--- src/rtl/game_timing_pkg.sv ---
// Shared state/level types, counter widths and the mole period helper for the game timing slice.
package game_timing_pkg;

  typedef enum logic [1:0] {StIdle, StRun, StPaused, StDone} state_t;

  typedef logic [1:0] level_t;

  localparam int unsigned CntW = 10;
  localparam int unsigned SecW = 7;

  // Level 0..3 maps to 4/4..1/4 of a game second, in base ticks.
  function automatic logic [CntW-1:0] mole_period(input level_t lvl,
                                                  input int unsigned ticks_per_sec);
    int unsigned p;
    p = (ticks_per_sec / 4) * (4 - 32'(lvl));
    return p[CntW-1:0];
  endfunction

endpackage

--- src/rtl/game_tick_scheduler_if.sv ---
// Control and tick bundle between the game logic and the tick scheduler.
interface game_tick_scheduler_if;
  import game_timing_pkg::*;

  logic            start;
  logic            pause;
  level_t          level;
  logic            scan_tick;
  logic            mole_tick;
  logic            sec_tick;
  logic [SecW-1:0] seconds_left;
  logic            running;
  logic            done;

  modport master (
    output start, pause, level,
    input  scan_tick, mole_tick, sec_tick, seconds_left, running, done
  );

  modport slave (
    input  start, pause, level,
    output scan_tick, mole_tick, sec_tick, seconds_left, running, done
  );

endinterface

--- src/rtl/tick_prescaler.sv ---
// Free-running BASE_DIV divider producing a registered one-cycle enable and its one-edge-early
// form, so dependent counters can register their own strobes in the same cycle as the tick.
module tick_prescaler #(
  parameter int unsigned BASE_DIV = 100_000
) (
  input  logic clk,
  input  logic reset,
  input  logic clear,
  output logic tick_next,
  output logic tick
);

  localparam int unsigned PreW = (BASE_DIV > 1) ? $clog2(BASE_DIV) : 1;
  localparam logic [PreW-1:0] Last = PreW'(BASE_DIV - 1);

  logic [PreW-1:0] count_q, count_d;

  always_comb begin
    count_d = count_q + 1'b1;
    if (clear || (count_q == Last)) begin
      count_d = '0;
    end
  end

  assign tick_next = (count_d == Last);

  always_ff @(posedge clk or posedge reset) begin
    if (reset) begin
      count_q <= '0;
      tick    <= 1'b0;
    end else begin
      count_q <= count_d;
      tick    <= tick_next;
    end
  end

endmodule

--- src/rtl/game_tick_scheduler.sv ---
// Round FSM with ms, mole and seconds counters, all stepped by the shared base-tick enable.
module game_tick_scheduler
  import game_timing_pkg::*;
#(
  parameter int unsigned BASE_DIV      = 100_000,
  parameter int unsigned TICKS_PER_SEC = 1000,
  parameter int unsigned ROUND_SECONDS = 60
) (
  input logic                  clk,
  input logic                  reset,
  game_tick_scheduler_if.slave bus
);

  state_t          state_q, state_d;
  logic [CntW-1:0] ms_q, ms_d;
  logic [CntW-1:0] mole_q, mole_d;
  logic [SecW-1:0] secs_q, secs_d;
  level_t          level_q, level_d;
  logic            sec_tick_q, sec_tick_d;
  logic            mole_tick_q, mole_tick_d;
  logic            running_q, done_q;
  logic            presc_clear, pre_tick, scan_tick;
  logic [CntW-1:0] period;

  tick_prescaler #(
    .BASE_DIV(BASE_DIV)
  ) u_prescaler (
    .clk      (clk),
    .reset    (reset),
    .clear    (presc_clear),
    .tick_next(pre_tick),
    .tick     (scan_tick)
  );

  assign period = mole_period(level_q, TICKS_PER_SEC);

  always_comb begin
    state_d     = state_q;
    ms_d        = ms_q;
    mole_d      = mole_q;
    secs_d      = secs_q;
    level_d     = level_q;
    sec_tick_d  = 1'b0;
    mole_tick_d = 1'b0;
    presc_clear = 1'b0;
    case (state_q)
      StIdle, StDone: begin
        if (bus.start) begin
          state_d     = StRun;
          presc_clear = 1'b1;
          ms_d        = '0;
          mole_d      = '0;
          secs_d      = SecW'(ROUND_SECONDS);
          level_d     = bus.level;
        end
      end
      StRun: begin
        // Pause wins over a coinciding base tick; that tick is simply not counted.
        if (bus.pause) begin
          state_d = StPaused;
        end else if (pre_tick) begin
          if (ms_q == CntW'(TICKS_PER_SEC - 1)) begin
            ms_d       = '0;
            sec_tick_d = 1'b1;
            secs_d     = secs_q - 1'b1;
            if (secs_q == SecW'(1)) begin
              state_d = StDone;
            end
          end else begin
            ms_d = ms_q + 1'b1;
          end
          if (mole_q == period - 1'b1) begin
            mole_d      = '0;
            mole_tick_d = 1'b1;
            level_d     = bus.level;
          end else begin
            mole_d = mole_q + 1'b1;
          end
        end
      end
      StPaused: begin
        if (!bus.pause) begin
          state_d = StRun;
        end
      end
      default: state_d = StIdle;
    endcase
  end

  always_ff @(posedge clk or posedge reset) begin
    if (reset) begin
      state_q     <= StIdle;
      ms_q        <= '0;
      mole_q      <= '0;
      secs_q      <= '0;
      level_q     <= '0;
      sec_tick_q  <= 1'b0;
      mole_tick_q <= 1'b0;
      running_q   <= 1'b0;
      done_q      <= 1'b0;
    end else begin
      state_q     <= state_d;
      ms_q        <= ms_d;
      mole_q      <= mole_d;
      secs_q      <= secs_d;
      level_q     <= level_d;
      sec_tick_q  <= sec_tick_d;
      mole_tick_q <= mole_tick_d;
      running_q   <= (state_d == StRun);
      done_q      <= (state_d == StDone);
    end
  end

  assign bus.scan_tick    = scan_tick;
  assign bus.mole_tick    = mole_tick_q;
  assign bus.sec_tick     = sec_tick_q;
  assign bus.seconds_left = secs_q;
  assign bus.running      = running_q;
  assign bus.done         = done_q;

endmodule

--- src/flat_wrapper.sv ---
// flat-port wrapper written by rule: the top's interface ports become plain ports
module game_tick_scheduler_flat import game_timing_pkg::*;
#(
  parameter int unsigned BASE_DIV      = 100_000,
  parameter int unsigned TICKS_PER_SEC = 1000,
  parameter int unsigned ROUND_SECONDS = 60
)
  (clk, reset, bus_start, bus_pause, bus_level, bus_scan_tick, bus_mole_tick, bus_sec_tick, bus_seconds_left, bus_running, bus_done);
  game_tick_scheduler_if bus_i ();
  input logic clk;
  input logic reset;
  input wire logic [$bits(bus_i.start)-1:0] bus_start;
  input wire logic [$bits(bus_i.pause)-1:0] bus_pause;
  input wire logic [$bits(bus_i.level)-1:0] bus_level;
  output wire logic [$bits(bus_i.scan_tick)-1:0] bus_scan_tick;
  output wire logic [$bits(bus_i.mole_tick)-1:0] bus_mole_tick;
  output wire logic [$bits(bus_i.sec_tick)-1:0] bus_sec_tick;
  output wire logic [$bits(bus_i.seconds_left)-1:0] bus_seconds_left;
  output wire logic [$bits(bus_i.running)-1:0] bus_running;
  output wire logic [$bits(bus_i.done)-1:0] bus_done;
  assign bus_i.start = bus_start;
  assign bus_i.pause = bus_pause;
  assign bus_i.level = bus_level;
  assign bus_scan_tick = bus_i.scan_tick;
  assign bus_mole_tick = bus_i.mole_tick;
  assign bus_sec_tick = bus_i.sec_tick;
  assign bus_seconds_left = bus_i.seconds_left;
  assign bus_running = bus_i.running;
  assign bus_done = bus_i.done;
  game_tick_scheduler #(.BASE_DIV(BASE_DIV), .TICKS_PER_SEC(TICKS_PER_SEC), .ROUND_SECONDS(ROUND_SECONDS)) u_core (.clk(clk), .reset(reset), .bus(bus_i));
endmodule
--- config.mk ---
export PLATFORM = sky130hd
export DESIGN_NAME = game_tick_scheduler_flat
export DESIGN_NICKNAME = d
export VERILOG_FILES = /design/src/rtl/game_timing_pkg.sv /design/src/rtl/game_tick_scheduler_if.sv /design/src/rtl/tick_prescaler.sv /design/src/rtl/game_tick_scheduler.sv /design/src/flat_wrapper.sv
export SDC_FILE = /design/constraint.sdc
export NUM_CORES = 1
export LEC_CHECK = 0
export ABC_AREA = 0
export BUFFER_PORTS_ARGS = -buffer_cell sky130_fd_sc_hd__buf_2
export CAP_MARGIN = 20
export CORE_ASPECT_RATIO = 1.75
export CORE_UTILIZATION = 33
export CTS_BUF_LIST = sky130_fd_sc_hd__clkbuf_8 sky130_fd_sc_hd__clkbuf_16
export CTS_CLUSTER_DIAMETER = 120
export DETAILED_ROUTE_END_ITERATION = 10
export GPL_TIMING_DRIVEN = 0
export HOLD_SLACK_MARGIN = 0.15
export PLACE_DENSITY = 0.56
export SLEW_MARGIN = 10
export SYNTH_ARGS = -nofsm -noshare
export SYNTH_HDL_FRONTEND = slang
export SYNTH_SLANG_ARGS = --single-unit
--- constraint.sdc ---
create_clock -name clk -period 4.4 [get_ports clk]
set_input_delay 0.88 -clock clk [delete_from_list [all_inputs] [get_ports clk]]
set_output_delay 0.88 -clock clk [all_outputs]
set_load 0.05 [all_outputs]
# Word level (Yosys, flattened, before mapping)
# Index checks and enable logic that the tools add are counted.
[classes] mul=1 mux=37 add_sub_neg=6 n_reduce_logical=7 eq_ne=15
[op_table] op="2-to-1 mux 10 bit" n=7
[op_table] op="one-hot mux 10 bit (2 select lines)" n=2
[op_table] op="equality test 17 bit (second input constant)" n=2
[op_table] op="multiplier 7 x 32 -> 9 bit (first input constant)" n=1
[op_table] op="2-to-1 mux 7 bit" n=4
[op_table] op="adder 10 x 1 -> 10 bit (second input constant)" n=2
[op_table] op="2-to-1 mux 2 bit" n=10
[op_table] op="adder 17 x 1 -> 17 bit (second input constant)" n=1
[op_table] op="2-to-1 mux 17 bit" n=1
[op_table] op="one-hot mux 7 bit (2 select lines)" n=1
[op_table] op="equality test 10 bit" n=1
[op_table] op="equality test 10 bit (second input constant)" n=1
[op_table] op="2-to-1 mux 1 bit" n=10
[op_table] op="AND reduction 5 bit" n=2
[op_table] op="subtractor 10 x 1 -> 10 bit (second input constant)" n=1
[op_table] op="equality test 7 x 1 -> 1 bit (second input constant)" n=1
[op_table] op="subtractor 7 x 1 -> 7 bit (second input constant)" n=1
[op_table] op="equality test 2 bit (second input constant)" n=3
[op_table] op="!= test 2 bit (second input constant)" n=3
[op_table] op="one-hot mux 2 bit (3 select lines)" n=1
[op_table] op="equality test 2 x 1 -> 1 bit (second input constant)" n=2
[op_table] op="!= test 2 x 1 -> 1 bit (second input constant)" n=2
[op_table] op="one-hot mux 2 bit (2 select lines)" n=1
[op_table] op="AND reduction 4 bit" n=1
[op_table] op="other kinds (5)" n=5
[word_totals] out_inout_bits=12 regBits=53 elab_cells=77

# Depth between registers and ports, before layout
# Gate-level depths: netlist of the first run.
[depth] depth_word=10 depth_mapped=14 mapped_depth_nobuf=13

# Cells and area by module
# A second synthesis of the first run with hierarchy kept.
[unflattened] cells_unflattened=336 hier_area_um2=3169.3
[by_module_without_submodules] module="game_tick_scheduler" cells_each=221 area_per_inst_um2=2083.2 n_inst=1
[by_module_without_submodules] module="tick_prescaler" cells_each=115 area_per_inst_um2=1086.0 n_inst=1

# Worst setup path before layout of the first run
# Ideal clock, no wire load.
[synth_timing] kind="register to register" from="register u_core.level_q[0]" to="register u_core.mole_q[5]" n_path_buf=1 required_time_ns=4.317 setup_slack_ns=1.166 path_stages_with_launch=15 arrival_time_ns=3.151 setup_ns=0.083 cell_sequence="dfrtp_1 -> inv_1 -> ha_1 -> nand2_1 -> fa_1 -> inv_1 -> ha_1 -> xnor2_1 -> xnor2_1 -> xor2_1 -> and4_1 -> a21boi_0 -> clkbuf_1 -> nand3_1 -> o21ai_0"
[synth_between] elab_chain_cells=8
[synth_rtl] item="from (decl)" line="game_tick_scheduler.sv:18" text="level_t level_q, level_d;"
[synth_rtl] item="from (signal assigned)" line="game_tick_scheduler.sv:106" text="level_q <= level_d;"
[synth_rtl] item="subtractor 3 x 2 -> 4 bit" line="game_timing_pkg.sv:15" text="p = (ticks_per_sec / 4) * (4 - 32'(lvl));"
[synth_rtl] item="multiplier 7 x 32 -> 9 bit" line="game_timing_pkg.sv:15"
[synth_rtl] item="subtractor 10 x 1 -> 10 bit" line="game_tick_scheduler.sv:72" text="if (mole_q == period - 1'b1) begin"
[synth_rtl] item="equality test 10 bit" line="game_tick_scheduler.sv:72"
[synth_rtl] item="2-to-1 mux 10 bit" line="game_tick_scheduler.sv:72"
[synth_rtl] item="2-to-1 mux 10 bit" line="game_tick_scheduler.sv:61" text="end else if (pre_tick) begin"
[synth_rtl] item="2-to-1 mux 10 bit" line="game_tick_scheduler.sv:59" text="if (bus.pause) begin"
[synth_rtl] item="one-hot mux 10 bit (2 select lines)" line="game_tick_scheduler.sv:46" text="case (state_q)"
[synth_rtl] item="to (signal assigned)" line="game_tick_scheduler.sv:104" text="mole_q <= mole_d;"
[synth_rtl] item="to (decl)" line="game_tick_scheduler.sv:16" text="logic [CntW-1:0] mole_q, mole_d;"
# No other way between the ends. The select of a mux whose other input is x is not followed.
# A chain may end at the register's enable or synchronous reset.

# Final worst setup path of the first run
# Same ends and word-level chain as after synthesis.

==> results of run 1 <==
## worst max-delay path, stage by stage (launching register included)
cell and delay [ns]:
dfrtp_1 0.48, inv_1 0.12, ha_1 0.34, nand2_1 0.07, fa_1 0.47, inv_1 0.04, ha_1 0.31, xnor2_1 0.25
xnor2_1 0.12, xor2_1 0.14, and4_1 0.22, a21boi_0 0.35, clkbuf_1 0.40, nand3_1 0.11, o21ai_0 0.18
## through the flow
stage	area, um2	setup slack [ns]	utilization
2_1_floorplan	3410	1.17	-
3_3_place_gp	3650	0.833	0.366
3_5_place_dp	3670	0.742	0.368
4_1_cts	3820	0.707	0.384
5_1_grt	3820	0.383	0.384
6_report	3820	0.706	0.384
## layer usage
layer	vias to the layer above	share of wire
met5	-	0
met4	0	0.016
met3	9	0.024
met2	47	0.57
met1	1349	0.38
li1	1387	-
## cell families (layout without fill, tap and decap cells)
family,Yosys count,count (layout),share of synthesized area
buffers and inverters,32,58,0.0382
multiplexers,6,6,0.0187
adder cells (fa/ha/maj),16,16,0.0610
AND/OR/NAND/NOR,163,163,0.270
flip-flops,53,53,0.389
AO/OA/AOI/OAI,72,72,0.146
XOR/XNOR,30,30,0.0771
## where the power goes
group | internal [mW] | total, mW | switching, mW
Clock | 0.241 | 0.417 | 0.176
Sequential | 0.554 | 0.636 | 0.0819
Combinational | 0.410 | 1.05 | 0.638
## layout make-up
type / count / area share
multi-input combinational: 287 / 0.510
sequential: 53 / 0.347
tap: 125 / 0.0409
clock buffer: 7 / 0.0399
timing repair buffer: 18 / 0.0275
inverter: 19 / 0.0186
buffer: 13 / 0.0154
clock inverter: 1 / 0.00131
## registers in the layout, indices dropped and copies added (netlist names)
signal / count
u_core.bus.running: 1
u_core.bus.mole_tick: 1
u_core.ms_q: 10
u_core.u_prescaler.tick: 1
u_core.bus.done: 1
u_core.state_q: 2
u_core.mole_q: 10
u_core.bus.seconds_left: 7
u_core.bus.sec_tick: 1
u_core.level_q: 2
u_core.u_prescaler.count_q: 17
## cells in the mapped netlist (all sizes together) (4+ instances only)
cell    instances
nand4          10
a211oi          5
or4             4
nor2b           5
dfrtp          53
a31oi           4
nor4            8
or3             7
and2           11
ha             15
inv            19
o31ai           5
clkbuf          5
nor2           30
xor2           12
nor3            9
nor3b           4
a22oi           5
a21oi          13
o21ai          17
buf             8
nand3          22
and3            4
xnor2          18
nand2          34
## worst max path at each step
stage / slack [ns] / endpoint / depth (start not counted)
floorplan: 1.17 / u_core.mole_q[5]$_DFFE_PP0P_ / 14
global placement: 0.83 / u_core.mole_q[6]$_DFFE_PP0P_ / 14
detailed placement: 0.74 / u_core.mole_q[5]$_DFFE_PP0P_ / 14
CTS: 0.71 / u_core.mole_q[5]$_DFFE_PP0P_ / 14
global route: 0.38 / u_core.mole_q[6]$_DFFE_PP0P_ / 14
finish: 0.71 / u_core.mole_q[5]$_DFFE_PP0P_ / 14
==> summary.md, run 1 <==
| Metric | Value |
|---|---|
| Hold slack | `0.516 ns` |
| Hold Path Class | `flop to flop` |
| Avg Vias per Cell | `5.34` |
| Critical Path AT | `3.90 ns` |
| Post-synthesis net count | `394` |
| Cts bufs inserted | `5` |
| Die area | `0.0107 mm2` |
| Setup violations, final | `0` |
| Fraction of registers with async set/reset | `1.00` |
| Setup TNS | `0 ns` |
| WHS Endpoint | `u_core.ms_q[1]$_DFFE_PP0P_` |
| Post-Syn Instances | `372` |
| LEAKAGE | `1.59 nW` |
| Fillers | `1038` |
| Drt drc | `0` |
| CORE AREA | `0.00997 mm2` |
| Final Cycle Share | `0.840` |
| GRT Util Overall | `0.158` |
| Routability cong. | `0.835` |
| Mapped Area | `0.00341 mm2` |
| Worst EP required | `4.61 ns` |
| Total grt overflow | `0` |
| Commonest cells after routing, fill and taps aside | `dfrtp_1 (53), nand2_1 (34), nor2_1 (30), buf_2 (25), nand3_1 (21)` |
| Seq cells post-synth | `53` |
| Global-route wire length before repair | `13300 um` |
| Share of layout cells above drive strength 1 | `0.116` |
| R2r setup slk | `0.71 ns` |
| Crit path launch | `u_core.level_q[0]$_DFFE_PP0P_` |
| Pin count of the biggest net entering global routing | `35` |
| EDFF count, synth | `0` |
| FF/Latch Area | `0.00133 mm2` |
| Area of the multi-input gates | `0.00195 mm2` |
| Gr busiest metal | `met2` |
| Area contributors post-synth | `dfrtp_1 (39%), ha_1 (5.5%), xnor2_1 (4.6%)` |
| Setup bufs post-CTS | `0` |
| Final net count | `419` |
| Routed WL | `7920 um` |
| Commonest non-fill, non-tap cell in the layout | `dfrtp_1` |
| Syn Area/Cell | `9.16 um2` |
| Post-cts resize count | `0` |
| Yosys warns | `0` |
| Iteration-0 DRC count of the detailed router | `163` |
| Hold_buf cts | `0` |
| Power per cell area | `549 mW/mm2` |
| Crit path capture type | `flop` |
| Area growth syn-to-layout | `12.3%` |
| Ant diodes | `0` |
| Routed WL per cell | `15.1 um` |
| Via count | `2792` |
| Detailed-placement wirelength estimate | `6130 um` |
| MaxCap Viol Count | `0` |
| DRT antenna net count | `0` |
| Measured slew at the worst slew-check pin | `0.572 ns` |
| RSZ-0062 raised after global routing | `no` |
| VDD IR max | `0.540 mV` |
| Status | `completed` |
| Overall Power | `2.10 mW` |
| DR pass1 iterations | `5` |
| Worst reg2reg path depth | `14` |
| Die Width | `78.8 um` |
| Max-slew violation total from the final report | `0` |
| Crit Path Category | `flop to flop` |
| Met2 usage | `0.322` |
| Top cell type by total area after synthesis | `dfrtp_1` |
| Row count | `48` |
| Max_slew headroom | `0.609` |
| Starting density of the core | `0.342` |
| Period minus WS final | `3.69 ns` |
| Final Hold Vio Count | `0` |
| Hold Path Depth | `2` |
| Worst Clk Skew | `0.00577 ns` |
| Met3 Usage GRT | `0.0188` |
| Yosys top cell area share | `0.389` |
| Sequential fraction of the synthesis area | `0.389` |
| Root Driver | `clkbuf_16` |
| Clk buf depth | `2` |
| DP Cell Count | `515` |
| Vias in the first global route | `2826` |
| Clk_lat worst skew | `0.30 ns` |
| CP startpoint kind | `flop` |
| Initial antenna violation count | `0` |
| Synth Flop Type | `dfrtp_1` |
| CTS tree | `done` |
| Clk sink count | `53` |
| CTS H-Tree Depth | `2` |
| Fin cells | `523` |
| Number of port buffers | `17` |
| Unique cell type count in the Yosys netlist | `61` |
| I/O Pins | `18` |
| R2R Path End | `u_core.mole_q[5]$_DFFE_PP0P_` |
| R2R Path Start | `u_core.level_q[0]$_DFFE_PP0P_` |
| Clock Pin Slew Worst Setup and Hold Paths | `0.07 ns` |
| Met1 Use GR | `0.159` |
| FMAX | `271 MHz` |
| Crit Path Max Fanout | `10` |
| Die height | `136 um` |
| Hold Startpoint | `u_core.ms_q[1]$_DFFE_PP0P_` |
(Power assumes the default switching activity.)
==> run 2: changes to the inputs <==
- PLACE_DENSITY: 0.56 -> 0.58
- clock period: 4.4 -> 3.2 ns (I/O delays scaled with it)
==> summary.md, run 2 (synthesis gave the netlist of run 1 again) <==
| Metric | Value |
|---|---|
| Status | `completed` |
| Global-route wire length before repair | `13500 um (+1.2%)` |
| Routed WL | `8200 um (+3.5%)` |
| Largest regs | `u_core.u_prescaler.count_q x17, u_core.mole_q x10, u_core.ms_q x10` |
| Pin count of the biggest net entering global routing | `37 (+5.7%)` |
| Net switching power | `1.39 mW (+55%)` |
| Via count | `2866 (+2.7%)` |
| Routability cong. | `0.870 (+4.2%)` |
| Die height | `136 um (unchanged)` |
| Design area | `0.00404 mm2 (+5.7%)` |
| Share of layout cells above drive strength 1 | `0.203 (+0.0874)` |
| Die Width | `78.8 um (unchanged)` |
| Clk sink count | `53 (unchanged)` |
| CTS tree | `done` |
| CP startpoint kind | `flop` |
| Max_slew headroom | `0.645 (+0.0361)` |
| FF/Latch Area | `0.00133 mm2 (+0.28%)` |
| Period minus WS final | `3.03 ns (-0.660 ns)` |
| Hold Path Class | `input pin to asynchronous set/reset pin` |
| Final net count | `426 (+1.7%)` |
| Initial antenna violation count | `0 (unchanged)` |
| DRT antenna net count | `0 (unchanged)` |
| Ant diodes | `0 (unchanged)` |
| Max reg flops | `17 (unchanged)` |
| Gate power share | `0.558 (+0.059)` |
| Measured slew at the worst slew-check pin | `0.524 ns (-0.0477 ns)` |
| Clk_lat worst skew | `0.30 ns (about the same)` |
| Clk buf depth | `2 (unchanged)` |
| Root Driver | `clkbuf_16` |
| Worst EP required | `3.44 ns (-1.17 ns)` |
| Hold_buf cts | `0 (unchanged)` |
| CORE AREA | `0.00997 mm2 (unchanged)` |
| Largest register by flop count | `u_core.u_prescaler.count_q` |
| Total grt overflow | `0 (unchanged)` |
| Commonest non-fill, non-tap cell in the layout | `dfrtp_1` |
| Area growth syn-to-layout | `18.7%` |
| LEAKAGE | `1.67 nW (+5.2%)` |
| Avg Vias per Cell | `5.42 (+1.5%)` |
| Crit Path Max Fanout | `8 (-2)` |
| Internal power | `1.82 mW (+51%)` |
| Commonest cells after routing, fill and taps aside | `dfrtp_1 (50), nand2_1 (33), nor2_1 (30), buf_2 (25), nand3_1 (19)` |
| I/O Pins | `18 (unchanged)` |
| Number of port buffers | `17 (unchanged)` |
| Worst Clk Skew | `0.0101 ns (+0.00430 ns)` |
| Drt drc | `0 (unchanged)` |
| Power per cell area | `796 mW/mm2 (+45%)` |
| Iteration-0 DRC count of the detailed router | `108 (-34%)` |
| Clock Pin Slew Worst Setup and Hold Paths | `0.07 ns (about the same)` |
| GRT Util Overall | `0.164 (+0.00625)` |
| Sequential group share of total power | `0.270 (-0.033)` |
| Critical Path AT | `3.27 ns (-0.63 ns)` |
| Max-slew violation total from the final report | `0 (unchanged)` |
| Crit path capture type | `flop` |
| Detailed-placement wirelength estimate | `6110 um (-0.33%)` |
| Crit path largest cell delay | `0.57 ns (+0.09 ns)` |
| Starting density of the core | `0.342 (unchanged)` |
| Pre-CTS WS | `-0.306 ns (-1.05 ns)` |
| Area of the multi-input gates | `0.00211 mm2 (+8.3%)` |
| CTS H-Tree Depth | `2 (unchanged)` |
| Area after DPL | `0.00367 mm2 (about the same)` |
| Final Cycle Share | `0.948 (+0.109)` |
| Setup violations, final | `0 (unchanged)` |
| Final worst slack | `0.166 ns (-0.540 ns)` |
| MaxCap Viol Count | `0 (unchanged)` |
| Sw Share | `0.433 (+0.00662)` |
| FMAX | `330 MHz (+22%)` |
| Fillers | `1032 (-0.58%)` |
| Crit path max-delay family | `simple AND/OR/NAND/NOR gates` |
| VDD IR max | `1.05 mV (+94%)` |
| Crit Path Category | `flop to flop` |
| Vias in the first global route | `2833 (+0.25%)` |
| Hold slack | `0.323 ns (-0.192 ns)` |
| DR pass1 iterations | `4 (-1)` |
| Clk pwr share | `0.172 (-0.026)` |
| Final Util | `0.405 (+0.0218)` |
| Worst path most repeated cell | `a211oi_2` |
| Row count | `48 (unchanged)` |
| Buf+Inv Stages, Crit Path | `2 (-1)` |
| Final Hold Vio Count | `0 (unchanged)` |
| Slowest CP cell | `or4_1` |
| Cts bufs inserted | `5 (unchanged)` |
| Routed WL per cell | `15.5 um (+2.4%)` |
| Critical path cell sequence | `ha_1, buf_2, nand4_4, o31a_1, a211oi_2, nand3_2, buf_4, or4_1, a211oi_2, and2_1` |
| Die area | `0.0107 mm2 (unchanged)` |
run 2: power groups by stage:
stage               sequential (mW)  clock, mW  combinational, mW
global placement              0.886          0               1.43
global route                  0.881      0.587               1.99
CTS                           0.868      0.568               1.64
finish                        0.867      0.553               1.80
detailed placement            0.888          0               1.45
floorplan                     0.921          0               1.09
run 2: metrics by stage:
step / power [mW] / TNS [ns] / instances
floorplan: 2.01 / 0 / 372
global placement: 2.31 / -2.20 / 514
detailed placement: 2.34 / -2.58 / 515
CTS: 3.08 / 0 / 525
global route: 3.46 / -0.0337 / 529
finish: 3.22 / 0 / 529
run 2: layout make-up:
class,instances,area share
inverter,19,0.0176
tap,125,0.0387
timing repair buffer,26,0.0409
sequential,53,0.329
buffer,12,0.0164
clock inverter,1,0.000929
multi-input combinational,287,0.522
clock buffer,6,0.0344
run 2: worst paths after layout:
check                                                         from                                       end  slack [ns]  cells past startpoint
setup reg to reg           u_core.u_prescaler.count_q[1]$_DFF_PP0_                 u_core.bus.done$_DFF_PP0_        0.17                     10
hold / removal                                               reset  u_core.u_prescaler.count_q[13]$_DFF_PP0_        0.32                      2
setup / recovery           u_core.u_prescaler.count_q[1]$_DFF_PP0_                 u_core.bus.done$_DFF_PP0_        0.17                     10
max in group asynchronous                                    reset              u_core.mole_q[3]$_DFFE_PP0P_        2.33                      3
hold reg to reg            u_core.u_prescaler.count_q[0]$_DFF_PP0_   u_core.u_prescaler.count_q[0]$_DFF_PP0_        0.49                      1
min in group clk           u_core.u_prescaler.count_q[0]$_DFF_PP0_   u_core.u_prescaler.count_q[0]$_DFF_PP0_        0.49                      1
run 2: worst register-to-register path, cell delays in order, from the launching register on:
cell and delay, ns:
dfrtp_2 0.42, ha_1 0.15, buf_2 0.20, nand4_4 0.20, o31a_1 0.36, a211oi_2 0.27, nand3_2 0.14, buf_4 0.20
or4_1 0.57, a211oi_2 0.31, and2_1 0.16
run 2: timing repair:
action                                 CTS  global route
setup endpoints to repair               18            25
setup buffers                            3             5
gates resized for setup                 13            24
endpoints found under the hold margin    0             0
pin swaps                                1             7
cloned                                   0             0
run 2: metal layers:
layer  GRT usage  vias to the layer above  wire length [um]
li1            -                     1399                 -
met1       0.167                     1385              3140
met2       0.311                       56              4500
met3      0.0248                       26               191
met4      0.0936                        0               369
met5           0                        -                 0
==> run 3: changes to the inputs <==
- CAP_MARGIN: 20 -> not set
- CORE_ASPECT_RATIO: 1.75 -> 1.2
- PLACE_DENSITY: 0.58 -> 0.56
- clock period: 3.2 -> 3.65 ns (I/O delays scaled with it)
==> summary.md, run 3 (synthesis gave the netlist of run 1 again) <==
| Metric | Value |
|---|---|
| Crit Path Max Fanout | `8 (unchanged)` |
| Clk pwr share | `0.204 (+0.032)` |
| Final Hold Vio Count | `0 (unchanged)` |
| Clk_lat worst skew | `0.29 ns (about the same)` |
| DR pass1 iterations | `4 (unchanged)` |
| Final Util | `0.384 (-0.0214)` |
| Root Driver | `clkbuf_16` |
| Critical Path AT | `3.57 ns (+0.30 ns)` |
| Max_slew headroom | `0.599 (-0.0464)` |
| Clock Pin Slew Worst Setup and Hold Paths | `0.07 ns (about the same)` |
| VDD IR max | `0.284 mV (-73%)` |
| CTS tree | `done` |
| CP startpoint kind | `flop` |
| Cts bufs inserted | `5 (unchanged)` |
| Total grt overflow | `0 (unchanged)` |
| R2r setup slk | `0.25 ns (+0.08 ns)` |
| Worst EP required | `3.82 ns (+0.38 ns)` |
| Hold_buf cts | `0 (unchanged)` |
| Ant diodes | `0 (unchanged)` |
| Die area | `0.0107 mm2 (-0.13%)` |
| Worst Clk Skew | `0.00478 ns (-0.00529 ns)` |
| Power per cell area | `677 mW/mm2 (-15%)` |
| MaxCap Viol Count | `0 (unchanged)` |
| Fin cells | `523 (-1.1%)` |
| Clk buf depth | `2 (unchanged)` |
| Net switching power | `1.09 mW (-22%)` |
| Sequential group share of total power | `0.295 (+0.025)` |
| Worst reg2reg path depth | `12 (+2)` |
| Routed WL per cell | `14.2 um (-8.5%)` |
| Global-route wire length before repair | `12900 um (-4.6%)` |
| Max reg flops | `17 (unchanged)` |
| Crit path to | `u_core.level_q[1]$_DFFE_PP0P_` |
| Fillers | `1034 (+0.19%)` |
| Commonest cells after routing, fill and taps aside | `dfrtp_1 (52), nand2_1 (34), nor2_1 (30), buf_2 (25), nand3_1 (21)` |
| Drt drc | `0 (unchanged)` |
| Starting density of the core | `0.340 (-0.00137)` |
| Max-slew violation total from the final report | `0 (unchanged)` |
| Clk sink count | `53 (unchanged)` |
| Routability cong. | `0.797 (-8.4%)` |
| Share of layout cells above drive strength 1 | `0.123 (-0.0795)` |
| Sw Share | `0.419 (-0.0138)` |
| DP Cell Count | `516 (+0.19%)` |
| LEAKAGE | `1.59 nW (-4.4%)` |
| Pin count of the biggest net entering global routing | `29 (-22%)` |
| Row count | `40 (-17%)` |
| Post-cts resize count | `1 (-12)` |
| Number of port buffers | `17 (unchanged)` |
| CTS H-Tree Depth | `2 (unchanged)` |
| Status | `completed` |
| Final net count | `419 (-1.6%)` |
| Area growth syn-to-layout | `12.9%` |
| Die Width | `94.7 um (+20%)` |
| Setup violations, final | `0 (unchanged)` |
| Period minus WS final | `3.40 ns (+0.366 ns)` |
| R2R Path End | `u_core.level_q[1]$_DFFE_PP0P_` |
| Gate power share | `0.502 (-0.056)` |
| I/O Pins | `18 (unchanged)` |
| Commonest non-fill, non-tap cell in the layout | `dfrtp_1` |
| Iteration-0 DRC count of the detailed router | `115 (+6.5%)` |
| Vias in the first global route | `2742 (-3.2%)` |
| Largest register by flop count | `u_core.u_prescaler.count_q` |
| Setup bufs post-CTS | `0 (-3)` |
| Die height | `113 um (-17%)` |
| Detailed-placement wirelength estimate | `5620 um (-7.9%)` |
| Crit Path Category | `flop to flop` |
| R2R Path Start | `u_core.level_q[0]$_DFFE_PP0P_` |
| Routed WL | `7420 um (-9.5%)` |
| Crit path capture type | `flop` |
| Crit path launch | `u_core.level_q[0]$_DFFE_PP0P_` |
| Via count | `2712 (-5.4%)` |
| Avg Vias per Cell | `5.19 (-4.3%)` |
| FMAX | `294 MHz (-11%)` |
| Hold Path Class | `input pin to asynchronous set/reset pin` |
| FF/Latch Area | `0.00133 mm2 (-0.19%)` |
| Final Cycle Share | `0.931 (-0.0166)` |
| Initial antenna violation count | `0 (unchanged)` |
| Final worst slack | `0.250 ns (+0.0840 ns)` |
| DRT antenna net count | `0 (unchanged)` |
| CORE AREA | `0.0100 mm2 (+0.40%)` |
| Setup TNS | `0 ns (unchanged)` |
| Internal power | `1.51 mW (-17%)` |
| GRT Util Overall | `0.151 (-0.0138)` |
| Area of the multi-input gates | `0.00196 mm2 (-7.1%)` |
| Measured slew at the worst slew-check pin | `0.601 ns (+0.0770 ns)` |
| Pre-CTS WS | `-0.0178 ns (+0.288 ns)` |
| Largest regs | `u_core.u_prescaler.count_q x17, u_core.mole_q x10, u_core.ms_q x10` |
| Hold slack | `0.501 ns (+0.178 ns)` |
## run 3: cell type report
cell class,count,share of cell area
buffer,13,0.0163
clock buffer,5,0.0325
clock inverter,2,0.00911
inverter,19,0.0185
multi-input combinational,287,0.510
sequential,53,0.345
tap,126,0.0410
timing repair buffer,18,0.0273
## run 3: metal layers
metal	part of all wire	global-route usage	wire length, um
met5	0	0	0
met1	0.46	0.182	3420
met4	0.0094	0.0354	70
met3	0.018	0.0289	136
met2	0.51	0.271	3790
## run 3: worst min-delay path by stage
| stage | start | to |
|---|---|---|
| after floorplan | u_core.ms_q[1]$_DFFE_PP0P_ | u_core.ms_q[1]$_DFFE_PP0P_ |
| after detailed placement | u_core.ms_q[1]$_DFFE_PP0P_ | u_core.ms_q[1]$_DFFE_PP0P_ |
| after CTS | reset | u_core.level_q[0]$_DFFE_PP0P_ |
| after global routing | reset | u_core.level_q[0]$_DFFE_PP0P_ |
| final | reset | u_core.level_q[1]$_DFFE_PP0P_ |
| after global placement | u_core.ms_q[1]$_DFFE_PP0P_ | u_core.ms_q[1]$_DFFE_PP0P_ |
## run 3: worst max-delay path, stage by stage (launching register included)
cell,delay [ns]
dfrtp_2,0.44
inv_1,0.10
ha_1,0.33
nand2_1,0.08
fa_1,0.48
inv_1,0.04
ha_1,0.31
xnor2_1,0.24
nand3_1,0.13
xnor2_1,0.25
xnor2_2,0.14
a31oi_1,0.35
mux2_1,0.37
## run 3: power by group through the flow
stage | registers (mW) | logic [mW] | clock network [mW]
5_1_grt | 0.782 | 1.47 | 0.574
2_1_floorplan | 0.807 | 0.956 | 0
3_3_place_gp | 0.774 | 1.25 | 0
6_report | 0.767 | 1.31 | 0.531
4_1_cts | 0.766 | 1.28 | 0.554
3_5_place_dp | 0.778 | 1.27 | 0
## run 3: metrics by stage
stage	instance area, um2	total power [mW]
finish	3840	2.60
global route	3840	2.83
CTS	3830	2.60
detailed placement	3670	2.05
global placement	3650	2.02
floorplan	3410	1.76
